===== src/rtl/instr_queue_pkg.sv =====
// Shared types and constants for the dual-issue instruction queue.
package instr_queue_pkg;

  localparam int XLEN  = 32;
  localparam int DEPTH = 8;

  localparam logic [XLEN-1:0] BUBBLE = '0;

  typedef enum logic [1:0] {
    Q_RUN,
    Q_DRAIN,
    Q_DONE
  } iq_state_t;

endpackage


===== src/rtl/instr_queue_mem.sv =====
// Circular DEPTH x XLEN storage: two ordered write ports at (wptr, wptr+1),
// two asynchronous read ports at (rptr, rptr+1).
module instr_queue_mem
  import instr_queue_pkg::*;
#(
  parameter int XLEN  = instr_queue_pkg::XLEN,
  parameter int DEPTH = instr_queue_pkg::DEPTH,
  localparam int PW   = $clog2(DEPTH)
) (
  input  logic            clk,
  input  logic [PW-1:0]   wptr,
  input  logic            wa_en,
  input  logic [XLEN-1:0] wa_data,
  input  logic            wb_en,
  input  logic [XLEN-1:0] wb_data,
  input  logic [PW-1:0]   rptr,
  output logic [XLEN-1:0] rd0,
  output logic [XLEN-1:0] rd1
);

  logic [XLEN-1:0] mem [DEPTH];
  logic [PW-1:0]   wptr_b;
  logic [PW-1:0]   rptr_b;

  assign wptr_b = wptr + PW'(1);
  assign rptr_b = rptr + PW'(1);

  // NOTE: storage has no reset; occupancy is tracked by count, so stale data is never presented.
  always_ff @(posedge clk) begin
    if (wa_en) mem[wptr]   <= wa_data;
    if (wb_en) mem[wptr_b] <= wb_data;
  end

  assign rd0 = mem[rptr];
  assign rd1 = mem[rptr_b];

endmodule


===== src/rtl/instr_queue.sv =====
// Dual-issue instruction queue between 2-wide fetch and decode, with
// bubble filtering, back-pressure and end-of-program drain tracking.
module instr_queue
  import instr_queue_pkg::*;
#(
  parameter int XLEN  = instr_queue_pkg::XLEN,
  parameter int DEPTH = instr_queue_pkg::DEPTH,
  localparam int PW   = $clog2(DEPTH),
  localparam int CW   = PW + 1
) (
  input  logic            clk,
  input  logic            rst_n,
  input  logic            flush,
  input  logic [XLEN-1:0] fetch_instr1,
  input  logic [XLEN-1:0] fetch_instr2,
  input  logic            fetch_finish,
  output logic            fetch_stall,
  output logic [XLEN-1:0] dec_instr0,
  output logic            dec_valid0,
  output logic [XLEN-1:0] dec_instr1,
  output logic            dec_valid1,
  input  logic            dec_ready0,
  input  logic            dec_ready1,
  output logic [CW-1:0]   count,
  output logic            done
);

  localparam logic [CW-1:0] DEPTH_C = CW'(DEPTH);

  iq_state_t       state, state_next;
  logic [PW-1:0]   wptr, rptr;
  logic [CW-1:0]   count_next;
  logic            nz1, nz2;
  logic            push_en;
  logic            wa_en, wb_en;
  logic [XLEN-1:0] wa_data;
  logic [XLEN-1:0] rd0, rd1;
  logic            fire0, fire1;
  logic [1:0]      push_n, pop_n;

  assign nz1 = (fetch_instr1 != XLEN'(BUBBLE));
  assign nz2 = (fetch_instr2 != XLEN'(BUBBLE));

  // A lone younger word still lands at wptr so the queue stays dense.
  assign push_en = (state == Q_RUN) && !fetch_stall && !flush;
  assign wa_en   = push_en && (nz1 || nz2);
  assign wa_data = nz1 ? fetch_instr1 : fetch_instr2;
  assign wb_en   = push_en && nz1 && nz2;
  assign push_n  = {1'b0, wa_en} + {1'b0, wb_en};

  assign fire0 = dec_valid0 && dec_ready0 && !flush;
  assign fire1 = fire0 && dec_valid1 && dec_ready1;
  assign pop_n = {1'b0, fire0} + {1'b0, fire1};

  assign count_next = count + CW'(push_n) - CW'(pop_n);

  instr_queue_mem #(
    .XLEN (XLEN),
    .DEPTH(DEPTH)
  ) u_mem (
    .clk    (clk),
    .wptr   (wptr),
    .wa_en  (wa_en),
    .wa_data(wa_data),
    .wb_en  (wb_en),
    .wb_data(fetch_instr2),
    .rptr   (rptr),
    .rd0    (rd0),
    .rd1    (rd1)
  );

  // NOTE: sequential state uses non-blocking assignments so every register samples pre-edge values.
  always_ff @(posedge clk or negedge rst_n) begin
    if (!rst_n) begin
      state <= Q_RUN;
      wptr  <= '0;
      rptr  <= '0;
      count <= '0;
    end else if (flush) begin
      state <= Q_RUN;
      wptr  <= '0;
      rptr  <= '0;
      count <= '0;
    end else begin
      state <= state_next;
      wptr  <= wptr + PW'(push_n);
      rptr  <= rptr + PW'(pop_n);
      count <= count_next;
    end
  end

  // NOTE: every combinational output gets a default first so no latch is inferred.
  always_comb begin
    state_next = state;
    unique case (state)
      Q_RUN:   if (fetch_finish) state_next = Q_DRAIN;
      Q_DRAIN: if (count_next == '0) state_next = Q_DONE;
      Q_DONE:  state_next = Q_DONE;
      default: state_next = Q_RUN;
    endcase
  end

  // Stall looks at the pre-pop count, so a same-cycle pop can never be relied on for space.
  always_comb begin
    fetch_stall = ((DEPTH_C - count) < CW'(2)) || (state != Q_RUN);
    done        = (state == Q_DONE);
    dec_valid0  = (state != Q_DONE) && (count >= CW'(1));
    dec_valid1  = (state != Q_DONE) && (count >= CW'(2));
  end

  assign dec_instr0 = dec_valid0 ? rd0 : '0;
  assign dec_instr1 = dec_valid1 ? rd1 : '0;

endmodule


===== config.mk =====
export PLATFORM = sky130hd
export DESIGN_NAME = instr_queue
export DESIGN_NICKNAME = d
export VERILOG_FILES = /design/src/rtl/instr_queue_pkg.sv /design/src/rtl/instr_queue_mem.sv /design/src/rtl/instr_queue.sv
export SDC_FILE = /design/constraint.sdc
export NUM_CORES = 1
export LEC_CHECK = 0
export CORE_MARGIN = 5
export CORE_UTILIZATION = 50
export DETAILED_ROUTE_END_ITERATION = 8
export GPL_TIMING_DRIVEN = 1
export PLACE_DENSITY = 0.76
export SETUP_SLACK_MARGIN = 0.05
export SLEW_MARGIN = 20
export SYNTH_ARGS = -nofsm -noshare
export SYNTH_HDL_FRONTEND = slang
export SYNTH_SLANG_ARGS = --single-unit

===== constraint.sdc =====
create_clock -name clk -period 12.31 [get_ports clk]
set_input_delay 2.462 -clock clk [delete_from_list [all_inputs] [get_ports clk]]
set_output_delay 2.462 -clock clk [all_outputs]
set_load 0.02 [all_outputs]

# Word-level counts from Yosys, hierarchy flattened
# Memory sizes are Yosys's and may differ from the RTL's.
# Index checks and enable logic that the tools add are counted.
# totals
reg_bits,12
mem_bits_rw,256
input_bits,70
output_inout_bits,72
elab_cells,57
mem_count,1
# classes
addsub,9
order_cmp,3
n_eq_ne,5
muxes,14
n_reduce_logical,21
# mem_list
name,depth,width,read_ports,rd_clocked_by_memory_dff,write_ports,line,source
u_mem.mem,8,32,2,0,2,instr_queue_mem.sv:21,logic [XLEN-1:0] mem [DEPTH];
# op_table
operator,count
$mux W32,3
$reduce_bool A32 Y1,2
$logic_and A1 B1 Y1,11
$add A3 B1 Y3 const B,2
$add A3 B2 Y3,2
$mux W2,3
$mux W3,2
$ne A3 B3 Y1 const B,2
$pmux W2 S3,1
$add A1 B1 Y2,2
$add A4 B2 Y4,1
$ge A4 B1 Y1 const B,1
$ge A4 B2 Y1 const B,1
$logic_not A4 Y1,1
$lt A4 B2 Y1 const B,1
$mux W1,4
$mux W4,1
$sub A4 B2 Y4,1
$sub A4 B4 Y4 const A,1
$eq A2 B1 Y1 const B,1
$eq A2 B2 Y1 const B,1
$logic_not A1 Y1,2
$logic_not A2 Y1,1
$logic_or A1 B1 Y1,2
3 further kinds,3

# Depth between registers and ports, before layout
# Gate-level depths: netlist of run 1.
# logic_depth
ltp_word,15
depth_mapped,19
depth_no_buf,16

# By module
# From an unflattened synthesis of run 1, not the netlist that was laid out.
# unflattened
hier_cells,1232
area_unflattened_um2,16963.8
# by_module_without_submodules
module,instances,cells_per_inst,area_per_inst_um2,seq_area_each_um2
instr_queue_mem,1,1017,15185.8,7687.4
instr_queue,1,215,1778.0,300.3

# Worst setup path after synthesis of run 1
# OpenSTA, ideal clock, no wires.
# synth_path
path_kind,input port to flip-flop
startpoint,input fetch_instr2[24]
endpoint,register state[0]
setup_time_ns,0.080
t_arrival_ns,6.388
required_time_ns,12.230
setup_slack_ns,5.842
stages,17
path_buffers,2
cell_sequence,buf_2 -> nor4_4 -> nand4_4 -> or2_2 -> clkbuf_1 -> nand2_1 -> nor2_1 -> ha_1 -> inv_1 -> ha_1 -> inv_1 -> ha_1 -> fa_1 -> xnor2_1 -> nand2_1 -> a2111oi_0 -> mux2i_1
# synth_between
elab_chain_cells,9
elab_cells_between_ends,10
# synth_rtl
element,line,source
from (decl),instr_queue.sv:15,"input logic [XLEN-1:0] fetch_instr2,"
$reduce_bool A32 Y1 (*),instr_queue.sv:42,assign nz2 = (fetch_instr2 != XLEN'(BUBBLE));
$logic_or A1 B1 Y1,instr_queue.sv:46,assign wa_en = push_en && (nz1 || nz2);
$logic_and A1 B1 Y1,instr_queue.sv:46,
$add A1 B1 Y2 (*),instr_queue.sv:49,"assign push_n = {1'b0, wa_en} + {1'b0, wb_en};"
$add A4 B2 Y4 (*),instr_queue.sv:55,assign count_next = count + CW'(push_n) - CW'(pop_n);
$sub A4 B2 Y4 (*),instr_queue.sv:55,
$logic_not A4 Y1 (*),instr_queue.sv:97,Q_DRAIN: if (count_next == '0) state_next = Q_DONE;
$ne A3 B3 Y1 (no source line) (*),-,
$reduce_and A2 Y1 (no source line) (*),-,
to (signal assigned),instr_queue.sv:85,state <= state_next;
to (decl),instr_queue.sv:30,"iq_state_t state, state_next;"
# Mark *: on every way between the ends. The rest lies on a longest branch, timed or not.
# A chain may end at the register's enable or synchronous reset.

# Worst setup path in the final report of run 1
# layout_path
startpoint,input fetch_instr1[26]
endpoint,register state[1]
# layout_between
elab_chain_cells,9
elab_cells_between_ends,11
# layout_rtl
element,line,source
from (decl),instr_queue.sv:14,"input logic [XLEN-1:0] fetch_instr1,"
$reduce_bool A32 Y1 (*),instr_queue.sv:41,assign nz1 = (fetch_instr1 != XLEN'(BUBBLE));
$logic_or A1 B1 Y1 or $logic_and A1 B1 Y1 (tied branches),"instr_queue.sv:46, instr_queue.sv:48",
$logic_and A1 B1 Y1 (on tied branches),"instr_queue.sv:46, instr_queue.sv:48",
$add A1 B1 Y2 (*),instr_queue.sv:49,
$add A4 B2 Y4 (*),instr_queue.sv:55,
$sub A4 B2 Y4 (*),instr_queue.sv:55,
$logic_not A4 Y1 (*),instr_queue.sv:97,
$ne A3 B3 Y1 (no source line) (*),-,
$reduce_and A2 Y1 (no source line) (*),-,
# Marks and branches as above.

==> results.sh, run 1 <==
export IMPL_p_leak_nw=5.895
export IMPL_ir_drop_v=0.0002112
export IMPL_min_delay_path_class="reg -> reg"
export IMPL_power_share_sequential=0.277
export IMPL_route_detailed_drc=0
export IMPL_layoutNonFillerInstCount=2004
export IMPL_hold_end="state[1]"
export IMPL_min_delay_start="state[1]"
export IMPL_worstPathRequired_ns=12.80
export IMPL_clk_pin_slew_worst_paths_ns=0.06
export IMPL_placedCellCount=1947
export IMPL_grt_pass1_wl_microns=88840
export IMPL_cts_resized=0
export IMPL_cts_tree="built"
export IMPL_timing_reg2reg_setup_slack_ns=7.31
export IMPL_via_per_inst=7.391
export IMPL_dominantRegCellSynth="sky130_fd_sc_hd__edfxtp_1"
export IMPL_switching_power_mw=2.010
export IMPL_max_cap_violations=0
export IMPL_share_of_layout_cells_above_drive_strength_1=0.1667
export IMPL_clock_power_frac=0.188
export IMPL_number_of_antenna_violations_at_the_first_check_in_global_routing=1
export IMPL_p_int_mw=2.784
export IMPL_synth_cell_area_sq_um=17650
export IMPL_finalNetCount=1617
export IMPL_synth_yosys_seq_area_share=0.4526
export IMPL_clock_tree_root_cell="sky130_fd_sc_hd__clkbuf_16"
export IMPL_critical_path_reg2reg_startpoint="count[0]"
export IMPL_setup_crit_path_kind="in -> reg"
export IMPL_run_status="complete, no violations"
export IMPL_timing_critical_path_from_type="input pin"
export IMPL_edff_count_synth=256
export IMPL_netlist_cell_type_count=44
export IMPL_timing_fmax_ghz=0.1205
export IMPL_setup_tns_ns=0
export IMPL_clkLatencyLatePin_ns=0.57
export IMPL_cp_data_arrival_time_ns=8.79
export IMPL_fp_dieArea_sq_um=39150
export IMPL_postSynthAreaPerCell_sq_um=12.00
export IMPL_share_comb_of_total_power=0.536
export IMPL_setup_viol_count_final=0
export IMPL_globalplace_congestion=0.8555
export IMPL_reg2regPathDepth=15
export IMPL_die_y_microns=197.9
export IMPL_finalHoldViolCount=0
export IMPL_top_level_ports=142
export IMPL_fraction_of_synthesis_flops_using_an_asynchronous_set_or_reset_pin=0.04478
export IMPL_timing_max_transition_violations_final=0
export IMPL_skew_ns=0.01054
export IMPL_p_sw_frac=0.4194
export IMPL_rr_endpoint="state[1]"
export IMPL_rsz0062_at_grt="false"
export IMPL_buffer_ports_inserted=141
export IMPL_tightestPinTransition_ns=1.171
export IMPL_track_usage=0.2960
export IMPL_synth_nets=1564
export IMPL_gr_total_overflow=0
export IMPL_power_per_cell_area_nw_per_um2=239.1
export IMPL_floorplan_initialDensity=0.5084
export IMPL_synthToLayoutAreaGrowth_pct=13.64
export IMPL_synthCells=1471
export IMPL_largest_net_degree_at_the_start_of_global_routing=104
export IMPL_first_pass_iters=6
export IMPL_die_x_microns=197.9
export IMPL_clkSinkCount=268
export IMPL_post_cts_setup_buffers=0
export IMPL_cell_rows=68
export IMPL_end_kind="flip-flop"
export IMPL_final_period_utilization=0.6741
export IMPL_grt_pass1_vias=14896
export IMPL_dr_first_iter_drc_count=2381
export IMPL_synthesis_yosys_warnings=0
export IMPL_max_clock_path_buffers=3
export IMPL_ys_ff_latch=268
export IMPL_htree_depth=1
export IMPL_vias=14812
export IMPL_final_hpwl_dp_microns=35030
export IMPL_route_detailed_wl_per_inst_microns=29.80
export IMPL_postRouteWirelength_microns=59710
export IMPL_tritoncts_num_buffers=30
export IMPL_finalCriticalPeriod_ns=8.298
export IMPL_antenna_left=0
export IMPL_cts_hold_buffers=0
export IMPL_floorplan_core_area_sq_um=34710
export IMPL_critPathMaxFanout=18
export IMPL_total_power_mw=4.794
export IMPL_slew_limit_headroom=0.2195
export IMPL_worstHoldPathCells=2
metrics by stage:
step	setup slack [ns]	instance area, sq um	hold slack (ns)	util
final	4.012	20050	0.5763	0.5777
after global routing	3.830	20050	0.5923	0.5777
after CTS	4.086	20040	0.5779	0.5774
after detailed placement	3.540	19080	0.5687	0.5495
after global placement	3.759	19080	0.5545	0.5495
after floorplan	5.842	17650	0.5296	-
metal layers:
| layer | part of all wire | wire (microns) | up-vias | global-route usage |
|---|---|---|---|---|
| met5 | 0 | 0 | - | 0 |
| met2 | 0.47 | 27910 | 1313 | 0.4818 |
| li1 | - | - | 6080 | - |
| met3 | 0.14 | 8421 | 293 | 0.07674 |
| met4 | 0.053 | 3164 | 0 | 0.1237 |
| met1 | 0.34 | 20210 | 7126 | 0.3794 |
cell type report:
type                    instances  area (sq um)
flip-flops and latches        268          7994
inverters                      16         60.06
well taps                     455         569.3
diodes                          1         2.502
repair buffers                170          1637
fillers                      2818         14660
multi-input cells            1038          8823
clock buffers                  34         787.0
clock inverters                22         181.4
kinds of logic (layout without fill, tap and decap cells):
kind of cell               after synthesis  count (layout)  share of synthesized area
other                                    0               1                          0
AOI/OAI and AO/OA                      342             342                     0.1463
and+or+nand+nor                        503             503                     0.1402
buffers and inverters                  165             242                    0.05623
DFF                                    268             268                     0.4526
muxes                                  162             162                     0.1826
xor gates and xnor gates                 8               8                   0.003971
adders and majority gates               23              23                    0.01801
synthesized netlist by cell type (4+ instances only):
cell	number	area, sq um
sky130_fd_sc_hd__or2_1	8	50.05
sky130_fd_sc_hd__a21oi_1	41	205.2
sky130_fd_sc_hd__nand2_1	73	274.0
sky130_fd_sc_hd__nor4_1	30	187.7
sky130_fd_sc_hd__inv_1	16	60.06
sky130_fd_sc_hd__nor2_1	105	394.1
sky130_fd_sc_hd__o21bai_2	10	112.6
sky130_fd_sc_hd__buf_1	10	37.54
sky130_fd_sc_hd__buf_6	38	427.9
sky130_fd_sc_hd__xnor2_1	6	52.55
sky130_fd_sc_hd__buf_4	18	135.1
sky130_fd_sc_hd__nor3_1	244	1221
sky130_fd_sc_hd__and3_1	6	37.54
sky130_fd_sc_hd__nor2b_1	7	43.79
sky130_fd_sc_hd__dfrtp_1	12	300.3
sky130_fd_sc_hd__nand3_1	8	40.04
sky130_fd_sc_hd__edfxtp_1	256	7687
sky130_fd_sc_hd__o21bai_1	21	157.7
sky130_fd_sc_hd__clkbuf_1	67	251.5
sky130_fd_sc_hd__o21ai_4	8	130.1
sky130_fd_sc_hd__mux4_2	128	2883
sky130_fd_sc_hd__ha_1	19	237.7
sky130_fd_sc_hd__fa_1	4	80.08
sky130_fd_sc_hd__mux2i_1	34	340.3
sky130_fd_sc_hd__a211oi_1	256	1922
sky130_fd_sc_hd__buf_2	16	80.08
worst max path at each step:
| stage | start | endpoint | slack, ns | depth (start not counted) |
|---|---|---|---|---|
| after detailed placement | fetch_instr1[25] | state[1] | 3.54 | 16 |
| after floorplan | fetch_instr2[24] | state[0] | 5.84 | 17 |
| after CTS | fetch_instr1[25] | state[1] | 4.09 | 16 |
| after global routing | fetch_instr1[26] | state[1] | 3.83 | 16 |
| after global placement | fetch_instr1[25] | state[0] | 3.76 | 16 |
| final | fetch_instr1[26] | state[1] | 4.01 | 16 |
worst max-delay path, stage by stage:
cell and delay, ns:
sky130_fd_sc_hd__clkdlybuf4s50_1 0.45, sky130_fd_sc_hd__nor4_1 0.84, sky130_fd_sc_hd__nand4_1 1.03, sky130_fd_sc_hd__buf_4 0.57, sky130_fd_sc_hd__nor4_2 0.69, sky130_fd_sc_hd__nor2_1 0.10
sky130_fd_sc_hd__ha_1 0.35, sky130_fd_sc_hd__inv_1 0.05, sky130_fd_sc_hd__ha_1 0.27, sky130_fd_sc_hd__inv_1 0.04, sky130_fd_sc_hd__ha_1 0.20, sky130_fd_sc_hd__fa_1 0.44
sky130_fd_sc_hd__xnor2_1 0.22, sky130_fd_sc_hd__nand2_1 0.07, sky130_fd_sc_hd__a2111oi_0 0.75, sky130_fd_sc_hd__mux2i_1 0.26
cell usage in the layout (no fill, tap or decap), types with 8 or more instances in the layout:
master,instances
sky130_fd_sc_hd__a21oi_4,8
sky130_fd_sc_hd__inv_1,16
sky130_fd_sc_hd__mux2i_1,34
sky130_fd_sc_hd__mux4_2,128
sky130_fd_sc_hd__clkbuf_16,31
sky130_fd_sc_hd__clkinv_2,9
sky130_fd_sc_hd__or2_2,11
sky130_fd_sc_hd__edfxtp_1,256
sky130_fd_sc_hd__dfrtp_1,9
sky130_fd_sc_hd__o21bai_1,20
sky130_fd_sc_hd__o21ai_4,8
sky130_fd_sc_hd__buf_4,27
sky130_fd_sc_hd__clkdlybuf4s50_1,141
sky130_fd_sc_hd__nand2_1,73
sky130_fd_sc_hd__nor3_1,244
sky130_fd_sc_hd__nor2_1,104
sky130_fd_sc_hd__o21bai_2,10
sky130_fd_sc_hd__clkinv_1,8
sky130_fd_sc_hd__ha_1,18
sky130_fd_sc_hd__nor4_1,30
sky130_fd_sc_hd__a211oi_1,256
sky130_fd_sc_hd__a21oi_1,33
sky130_fd_sc_hd__nand3_1,8
power by group through the flow:
stage	Sequential [mW]	Clock, mW	Combinational [mW]
3_5_place_dp	1.34	0	2.54
3_3_place_gp	1.32	0	2.50
5_1_grt	1.34	0.934	2.71
6_report	1.33	0.899	2.57
4_1_cts	1.32	0.891	2.55
2_1_floorplan	1.30	0	1.68
registers in the layout, indices dropped and copies added, names as in the netlist:
signal,count
u_mem.mem,256
wptr,3
state,2
rptr,3
count,4
Note: power is estimated with default switching activity, not from simulation.
==> run 2: changes to the inputs <==
- clock period: 12.31 -> 7.8 ns (I/O delays scaled with it)
==> run 2 against run 1 <==
Effect of this change:
- core utilization up 0.058 points
- worst hold slack improved by 0.0059 ns
- non-clock buffer count rose by 3
- global-route usage rose by 0.25 points
- sequential cell count unchanged
- critical path type unchanged
- critical path depth stayed put
- via count increased by 0.24%
==> results.sh, run 2 (synthesis results as in run 1) <==
export IMPL_crit_path_top_delay_cell="sky130_fd_sc_hd__nor4_1"
export IMPL_cp_slowest_stage_delay_ns=0.86
export IMPL_post_route_m1_wl_microns=19850
export IMPL_detailroute_wirelength_met2_microns=28090
export IMPL_skew_ns=0.01650
export IMPL_destination_of_the_critical_timing_path="state[1]"
export IMPL_total_power_mw=7.598
export IMPL_die_x_microns=197.9
export IMPL_dr_first_iter_drc_count=2022
export IMPL_globalplace_congestion=0.8416
export IMPL_timing_fmax_ghz=0.1586
export IMPL_critical_path_depth=16
export IMPL_clk_pin_slew_worst_paths_ns=0.06
export IMPL_timing_critical_path_from_type="input pin"
export IMPL_top_level_ports=142
export IMPL_route_detailed_wl_per_inst_microns=29.83
export IMPL_end_kind="flip-flop"
export IMPL_setup_viol_count_final=0
export IMPL_post_cts_setup_buffers=0
export IMPL_grt_pass1_wl_microns=89110
export IMPL_track_usage=0.2985
export IMPL_setup_crit_path_kind="in -> reg"
export IMPL_clock_tree_root_cell="sky130_fd_sc_hd__clkbuf_16"
export IMPL_max_clock_path_buffers=3
export IMPL_ir_drop_v=0.0002945
export IMPL_timing_max_transition_violations_final=0
export IMPL_tightestPinTransition_ns=1.183
export IMPL_finalNetCount=1618
export IMPL_min_delay_path_class="reg -> reg"
export IMPL_antenna_left=0
export IMPL_layout_common_cells="sky130_fd_sc_hd__a211oi_1 (256), sky130_fd_sc_hd__edfxtp_1 (256), sky130_fd_sc_hd__nor3_1 (244), sky130_fd_sc_hd__clkdlybuf4s50_1 (141), sky130_fd_sc_hd__mux4_2 (128)"
export IMPL_cts_hold_buffers=0
export IMPL_largest_register_ffs=256
export IMPL_vias=14847
export IMPL_setup_tns_ns=0
export IMPL_final_core_utilization=0.5783
export IMPL_slew_limit_headroom=0.2113
export IMPL_htree_depth=1
export IMPL_placedCellCount=1950
export IMPL_first_pass_iters=6
export IMPL_clkSinkCount=268
export IMPL_via_per_inst=7.409
export IMPL_finalHoldViolCount=0
export IMPL_fin_hold_ws_ns=0.5822
export IMPL_tritoncts_num_buffers=28
export IMPL_die_y_microns=197.9
export IMPL_critPathMaxFanout=18
export IMPL_cts_resized=0
export IMPL_route_detailed_drc=0
export IMPL_largest_net_degree_at_the_start_of_global_routing=108
export IMPL_run_status="complete, no violations"
export IMPL_number_of_antenna_violations_at_the_first_check_in_global_routing=5
export IMPL_largest_register="u_mem.mem"
export IMPL_worstPathRequired_ns=8.28
export IMPL_timing_critical_path_cells="clkdlybuf4s50_1 -> nor4_1 -> nand4_1 -> buf_4 -> nor4_2 -> nor2_1 -> ha_1 -> inv_1 -> ha_1 -> inv_1 -> ha_1 -> fa_1 -> xnor2_1 -> nand2_1 -> a2111oi_0 -> mux2i_1"
export IMPL_crit_top_cell="sky130_fd_sc_hd__ha_1"
export IMPL_buffer_ports_inserted=141
export IMPL_grt_pass1_vias=14824
export IMPL_finalCriticalPeriod_ns=6.306
export IMPL_route_met3_wl_microns=8756
export IMPL_routed_top_layer="met5"
export IMPL_final_period_utilization=0.8085
export IMPL_clkLatencyLatePin_ns=0.56
export IMPL_fp_dieArea_sq_um=39150
export IMPL_worstPathBufferInverterCount=4
export IMPL_floorplan_initialDensity=0.5084
export IMPL_cts_tree="built"
export IMPL_share_of_layout_cells_above_drive_strength_1=0.1694
export IMPL_layoutNonFillerInstCount=2004
export IMPL_final_hpwl_dp_microns=35230
export IMPL_rsz0062_at_grt="false"
export IMPL_rr_endpoint="state[1]"
export IMPL_top_regs="u_mem.mem: 256 flops, count: 4 flops"
export IMPL_floorplan_core_area_sq_um=34710
export IMPL_max_cap_violations=0
export IMPL_cell_rows=68
export IMPL_cp_data_arrival_time_ns=6.79
export IMPL_worst_setup_path_startpoint="fetch_instr1[9]"
export IMPL_reg2regPathDepth=15
export IMPL_power_per_cell_area_nw_per_um2=378.5
export IMPL_total_of_fill_cells_in_the_finished_design=2829
export IMPL_postRouteWirelength_microns=59780
export IMPL_timing_reg2reg_setup_slack_ns=2.83
export IMPL_gate_family_responsible_for_the_most_delay_along_the_worst_path="simple AND/OR/NAND/NOR gates"
export IMPL_gr_total_overflow=0
export IMPL_critical_path_reg2reg_startpoint="count[0]"
export IMPL_synthToLayoutAreaGrowth_pct=13.76
export IMPL_p_leak_nw=5.903
==> run 2: cell types whose count changed in the layout (fill, tap and decap cells not counted) <==
cell / change
sky130_fd_sc_hd__diode_2: +1
sky130_fd_sc_hd__bufinv_16: +2
sky130_fd_sc_hd__clkinv_1: -7
sky130_fd_sc_hd__clkbuf_16: -2
sky130_fd_sc_hd__buf_4: +4
sky130_fd_sc_hd__clkbuf_1: +2
sky130_fd_sc_hd__clkinvlp_4: +1
sky130_fd_sc_hd__buf_6: -1
==> run 2: cell type report <==
cell class / count / area, sq um / area share
Multi-Input combinational cell: 1038 / 8823 / 0.4395
Timing Repair Buffer: 173 / 1655 / 0.08246
Tap cell: 455 / 569.3 / 0.02836
Sequential cell: 268 / 7994 / 0.3982
Inverter: 16 / 60.06 / 0.002992
Clock inverter: 18 / 222.7 / 0.01109
Clock buffer: 34 / 744.5 / 0.03709
Antenna cell: 2 / 5.005 / 0.0002493
==> run 2: stage by stage <==
step	cell area [sq um]	setup WS, ns
after floorplan	17650	2.234
after global placement	19100	1.057
after detailed placement	19100	1.005
after CTS	20070	1.554
after global routing	20070	1.158
final	20070	1.494
==> run 2: metal layers <==
layer,track usage,vias up
met5,0,-
li1,-,6080
met2,0.4857,1300
met1,0.3797,7192
met4,0.1334,2
met3,0.07640,273
==> run 2: worst min path at each step <==
stage,startpoint,end,slack (ns),cells after the start
after floorplan,state[1],state[1],0.53,2
after global placement,state[0],state[0],0.56,2
after detailed placement,state[1],state[1],0.59,2
after CTS,state[1],state[1],0.60,2
after global routing,state[0],state[0],0.62,2
final,state[0],state[0],0.58,2
==> run 2: where the power goes <==
| group | internal (mW) | leakage, nW | switching, mW | total (mW) |
|---|---|---|---|---|
| sequential | 1.93 | 2.50 | 0.159 | 2.09 |
| clock | 0.844 | 0.475 | 0.577 | 1.42 |
| combinational | 1.65 | 2.93 | 2.44 | 4.09 |
| total | 4.43 | 5.90 | 3.17 | 7.60 |
==> run 2: worst min-delay path, delay by kind of cell (launching register included) <==
kind / cells / cell delay (ns)
simple gates: 1 / 0.08
flops: 1 / 0.40
mux: 1 / 0.06
